<file path="src/rtl/exp_sum_buffer.sv">
// -----------------------------------------------------------------------------
// exp_sum_buffer
//
// Softmax stage that sits after the exponent block. One frame of exponent
// results is captured into a local buffer while their sum is accumulated.
// Each stored exponent is then replayed to the divider together with the
// final frame sum over a valid/ready handshake. The block handles a single
// frame: after the last pair is accepted it holds sum_done_o until reset.
//
// Optional feature macro: EXP_SUM_SATURATE_EN
//   defined     -> div_sum_o saturates to all ones when the sum overflows
//   not defined -> div_sum_o is the low data_size bits of the sum (wrap)
//
// Ports:
//   clock_i      in   1          rising-edge clock
//   reset_n_i    in   1          asynchronous active-low reset
//   exp_i        in   data_size  exponent value
//   exp_valid_i  in   1          exp_i valid this cycle
//   exp_done_i   in   1          exponent block finished the frame (level)
//   div_ready_i  in   1          divider accepts current pair
//   div_valid_o  out  1          div_exp_o/div_sum_o/div_index_o valid
//   div_exp_o    out  data_size  stored exponent being replayed
//   div_sum_o    out  data_size  frame sum
//   div_index_o  out  8          buffer index of div_exp_o
//   sum_valid_o  out  1          frame sum final (sticky)
//   sum_done_o   out  1          all entries accepted (sticky)
// -----------------------------------------------------------------------------
module exp_sum_buffer #(
    parameter int data_size      = 32,
    parameter int number_of_data = 10
) (
    input  logic                 clock_i,
    input  logic                 reset_n_i,
    input  logic [data_size-1:0] exp_i,
    input  logic                 exp_valid_i,
    input  logic                 exp_done_i,
    input  logic                 div_ready_i,
    output logic                 div_valid_o,
    output logic [data_size-1:0] div_exp_o,
    output logic [data_size-1:0] div_sum_o,
    output logic [7:0]           div_index_o,
    output logic                 sum_valid_o,
    output logic                 sum_done_o
);

    localparam int          AW      = (number_of_data > 1) ? $clog2(number_of_data) : 1;
    localparam logic [7:0]  N_C     = 8'(number_of_data);
    localparam int          ACC_W   = data_size + 8;

    typedef enum logic [1:0] {
        ST_COLLECT = 2'd0,
        ST_SUM     = 2'd1,
        ST_STREAM  = 2'd2,
        ST_DONE    = 2'd3
    } state_t;

    state_t                 state_q;
    logic [7:0]             wr_cnt_q;
    logic [7:0]             rd_cnt_q;
    logic [ACC_W-1:0]       acc_q;
    logic [data_size-1:0]   buffer_q [number_of_data];

    logic                   capture_s;
    logic                   last_accept_s;
    logic [7:0]             rd_next_s;
    logic [data_size-1:0]   sum_s;

    // A sample is taken only while collecting and only while the buffer has room.
    assign capture_s     = (state_q == ST_COLLECT) && exp_valid_i && (wr_cnt_q < N_C);
    assign last_accept_s = (rd_cnt_q == (wr_cnt_q - 8'd1));
    assign rd_next_s     = rd_cnt_q + 8'd1;

`ifdef EXP_SUM_SATURATE_EN
    // Any bit above data_size means the frame sum no longer fits.
    assign sum_s = (|acc_q[ACC_W-1:data_size]) ? {data_size{1'b1}} : acc_q[data_size-1:0];
`else
    // Wrapping build keeps the full-width accumulator; upper bits go unused.
    logic unused_acc_hi_s;
    assign unused_acc_hi_s = ^acc_q[ACC_W-1:data_size];
    assign sum_s           = acc_q[data_size-1:0];
`endif

    // Sample storage; contents are don't-care after reset, so no reset branch.
    always_ff @(posedge clock_i) begin
        if (capture_s) begin
            buffer_q[wr_cnt_q[AW-1:0]] <= exp_i;
        end
    end

    // Control FSM, counters, accumulator and all registered outputs.
    always_ff @(posedge clock_i or negedge reset_n_i) begin
        if (!reset_n_i) begin
            state_q     <= ST_COLLECT;
            wr_cnt_q    <= 8'd0;
            rd_cnt_q    <= 8'd0;
            acc_q       <= {ACC_W{1'b0}};
            div_valid_o <= 1'b0;
            div_exp_o   <= {data_size{1'b0}};
            div_sum_o   <= {data_size{1'b0}};
            div_index_o <= 8'd0;
            sum_valid_o <= 1'b0;
            sum_done_o  <= 1'b0;
        end else begin
            case (state_q)
                ST_COLLECT: begin
                    if (capture_s) begin
                        wr_cnt_q <= wr_cnt_q + 8'd1;
                        acc_q    <= acc_q + {8'd0, exp_i};
                    end
                    // Decided on the registered count, so a sample arriving
                    // with exp_done_i is always counted before the frame closes.
                    if ((wr_cnt_q == N_C) || (exp_done_i && (wr_cnt_q != 8'd0))) begin
                        state_q <= ST_SUM;
                    end
                end
                ST_SUM: begin
                    div_sum_o   <= sum_s;
                    sum_valid_o <= 1'b1;
                    div_valid_o <= 1'b1;
                    div_exp_o   <= buffer_q[0];
                    div_index_o <= 8'd0;
                    rd_cnt_q    <= 8'd0;
                    state_q     <= ST_STREAM;
                end
                ST_STREAM: begin
                    // Outputs only move on acceptance, so they hold while stalled.
                    if (div_ready_i) begin
                        if (last_accept_s) begin
                            div_valid_o <= 1'b0;
                            sum_done_o  <= 1'b1;
                            state_q     <= ST_DONE;
                        end else begin
                            rd_cnt_q    <= rd_next_s;
                            div_exp_o   <= buffer_q[rd_next_s[AW-1:0]];
                            div_index_o <= rd_next_s;
                        end
                    end
                end
                ST_DONE: begin
                    state_q <= ST_DONE;
                end
                default: begin
                    state_q <= ST_COLLECT;
                end
            endcase
        end
    end

endmodule

</file>
<file path="config.mk">
export PLATFORM = sky130hd
export DESIGN_NAME = exp_sum_buffer
export DESIGN_NICKNAME = d
export VERILOG_FILES = /design/src/rtl/exp_sum_buffer.sv
export SDC_FILE = /design/constraint.sdc
export NUM_CORES = 1
export LEC_CHECK = 0
export CORE_UTILIZATION = 45
export CTS_CLUSTER_SIZE = 30
export DETAILED_ROUTE_END_ITERATION = 16
export HOLD_SLACK_MARGIN = 0.06
export PLACE_DENSITY = 0.7
export SYNTH_ARGS = -nofsm -noshare
export SYNTH_HDL_FRONTEND = slang
export SYNTH_SLANG_ARGS = --single-unit
</file>
<file path="constraint.sdc">
create_clock -name clock_i -period 8.5 [get_ports clock_i]
set_clock_uncertainty 0.05 [all_clocks]
set_input_delay 2.55 -clock clock_i [delete_from_list [all_inputs] [get_ports clock_i]]
set_output_delay 2.55 -clock clock_i [all_outputs]
set_load 0.02 [all_outputs]
</file>
==> flow_metrics.env <==
export IMPL_cts_buffer_depth=3
export IMPL_hp_class="reg2reg"
export IMPL_power_frac_clock_pct=26.7
export IMPL_worstPathArrival_ps=5910
export IMPL_overflow=0
export IMPL_finalSetupViolations=0
export IMPL_finalCriticalPeriod_ps=5550
export IMPL_globalplace_congestion=0.817
export IMPL_synth_seq_area_share_pct=67.5
export IMPL_hold_viol_final=0
export IMPL_outcome="finished, final reports clean"
export IMPL_synth_nets=1295
export IMPL_p_int_mw=4.79
export IMPL_wl_per_cell_um=21.7
export IMPL_power_switching_mw=2.28
export IMPL_ant_nets=0
export IMPL_grt_pass1_vias=11100
export IMPL_core_area_um2=40700
export IMPL_io_pins=112
export IMPL_syn_area_um2=18600
export IMPL_crit_chain="clkdlybuf4s50_1, ha_1, fa_1, a21o_1, a221oi_2, o32ai_2, o21ai_1, o21ai_1, a31oi_1, o21ai_1, xnor2_1, o21ai_0"
export IMPL_setup_tns_ps=0
export IMPL_path_class="in2reg"
export IMPL_fin_util_pct=53.1
export IMPL_antenna_found_initial=1
export IMPL_async_flop_share_pct=26.8
export IMPL_cts_repair_resize_count=0
export IMPL_grt_start_max_net_pins=72
export IMPL_switching_share_pct=32.3
export IMPL_path_clk_slew_ps=60
export IMPL_slew_violations=0
export IMPL_firstDrtPassIters=9
export IMPL_first_iter_violations=1154
export IMPL_worstMarginPinSlew_ps=982
export IMPL_clk_latency_ps=550
export IMPL_fmax_ghz=0.180
export IMPL_die_h_um=205
export IMPL_powerDensity_nw_per_um2=327
export IMPL_synth_seq_cells=437
export IMPL_synth_largest_area_cell="edfxtp_1"
export IMPL_vias_per_cell=5.69
export IMPL_synth_top_area_share_pct=51.8
export IMPL_cp_num_buf_inv=1
export IMPL_fillerInstances=3266
export IMPL_cts_setup_buffers=0
export IMPL_slowest_delay_ps=650
export IMPL_cts_buffers=44
export IMPL_fp_row_count=74
export IMPL_initial_core_util_pct=45.6
export IMPL_cts_hold_buf=0
export IMPL_portBuffers=111
export IMPL_synthCells=1220
export IMPL_synth_flop_cell="edfxtp_1"
export IMPL_yosysMostFrequentCell="edfxtp_1"
export IMPL_path_common_cell="o21ai_1"
export IMPL_wl_um=41000
export IMPL_hpwl_um=24000
export IMPL_synth_edf_count=320
export IMPL_crit_path_end_kind="flip-flop"
export IMPL_track_usage_pct=20.0
export IMPL_finalInstanceArea_um2=21600
export IMPL_ir_worst_vdd_mv=0.234
export IMPL_rsz0062_at_grt="no"
export IMPL_ys_warnings_count=0
export IMPL_remaining_drc_errors=0
export IMPL_crit_family="compound AO/OA/AOI/OAI gates"
export IMPL_place_area_um2=20200
export IMPL_synthTopCellsByArea="edfxtp_1 52%, dfrtp_1 16%, mux4_2 7.8%"
export IMPL_setup_worst_path_start_class="primary input"
export IMPL_cts_tree="done"
export IMPL_period_share_pct=65.3
export IMPL_routed_via_count=10800
export IMPL_seqPwrFrac_pct=37.6
export IMPL_worstPathRequired_ps=8860
export IMPL_final_nets=1402
export IMPL_p_leak_nw=7.82
export IMPL_power_mw=7.07
export IMPL_die_area_um2=42100
export IMPL_grt_first_pass_wirelength_um=64100
export IMPL_area_delta_synth_final_pct=16.6
export IMPL_ctsRootBufferMaster="clkbuf_16"
export IMPL_fp_dieW_um=205
export IMPL_drive_gt1_share_pct=17.3
export IMPL_worstPathMaxFanout=11
export IMPL_cts_sinks=437
export IMPL_comb_power_share_pct=35.7
export IMPL_max_slew_margin_pct=34.6
export IMPL_cts_htree_levels=2
export IMPL_synthTopCellsByCount="320 x edfxtp_1, 161 x nand2_1, 117 x dfrtp_1"
export IMPL_drv_cap=0
export IMPL_slowest_stage="clkdlybuf4s50_1"
export IMPL_avgSynthCellArea_um2=15.2
export IMPL_synth_cell_types=58
==> power by group through the flow <==
stage                     clock [mW]  combinational [mW]  sequential [mW]
final                           1.89                2.53             2.66
after global placement             0                2.50             2.70
after detailed placement           0                2.53             2.70
after CTS                       1.92                2.55             2.66
after global routing            2.00                2.74             2.69
after floorplan                    0                1.62             2.83
==> sequential cells by signal, summed over array words and instances (netlist names) <==
signal       count
acc_q           32
buffer_q       320
div_exp_o       32
div_sum_o       32
div_valid_o      1
rd_cnt_q         8
state_q          2
sum_done_o       1
sum_valid_o      1
wr_cnt_q         8
==> layout make-up <==
type | count | area [um^2] | area share [%]
repair buffers | 130 | 1250 | 5.78
inverters | 11 | 41.3 | 0.191
multi-input cells | 703 | 5740 | 26.5
clock inverters | 27 | 243 | 1.12
diodes | 1 | 2.50 | 0.0116
flip-flops and latches | 437 | 12500 | 57.9
clock buffers | 53 | 1160 | 5.34
well taps | 532 | 666 | 3.08
==> worst register-to-register path, cell delays in order (launching register included) <==
cell and delay (ps):
dfrtp_4 400, buf_4 690, ha_2 320, buf_4 720, mux4_2 520, mux2_2 280
a222oi_1 640, a21oi_1 150
==> stage by stage <==
stage	setup WS [ps]	cells	hold slack, ps
2_1_floorplan	2430	1220	415
3_3_place_gp	2490	1813	362
3_5_place_dp	2380	1813	369
4_1_cts	2940	1893	383
5_1_grt	2660	1894	395
6_report	2950	1894	386
==> final timing paths <==
kind,start,endpoint,slack (ps),cells past startpoint
min,wr_cnt_q[7],wr_cnt_q[7],390,0
min reg2reg,wr_cnt_q[7],wr_cnt_q[7],390,0
max,exp_i[0],acc_q[26],2950,12
max in group asynchronous,reset_n_i,div_sum_o[24],4980,2
max reg2reg,rd_cnt_q[0],div_exp_o[1],4570,7
min in group asynchronous,reset_n_i,div_sum_o[19],1990,1
==> metal layers <==
metal	part of all wire, %	wire [um]	GRT usage, %
met1	43	17600	27.1
met2	48	19800	33.2
met3	6.2	2530	3.26
met4	2.4	1000	6.24
met5	0	0	0
==> cells by family after synthesis <==
logic type               count (synthesis)  share of synthesized area, %
AO/OA/AOI/OAI                          201                          7.26
XOR/XNOR                                37                          1.75
adder cells (fa/ha/maj)                 38                          2.60
buffers and inverters                   80                          1.93
flip-flops                             437                          67.5
multiplexers                           132                          11.9
AND/OR/NAND/NOR                        295                          7.08
==> placed cells by master, fill, tap and decap left out, types with 6 or more instances in the layout <==
master,n
nand2_1,161
dfrtp_1,116
o21ai_0,42
xor2_1,15
a211oi_1,6
nand2b_1,10
clkbuf_16,45
clkinv_2,7
mux4_2,64
clkdlybuf4s50_1,110
nand3_1,13
nor3_1,6
a21o_1,18
ha_1,36
buf_4,20
a21oi_1,63
inv_1,11
a222oi_1,32
o21ai_1,7
edfxtp_1,320
clkinv_1,10
clkbuf_1,8
xnor2_1,21
nor2_1,55
mux2_2,64
nand4_1,6
Power figures use the tool's default switching activity.
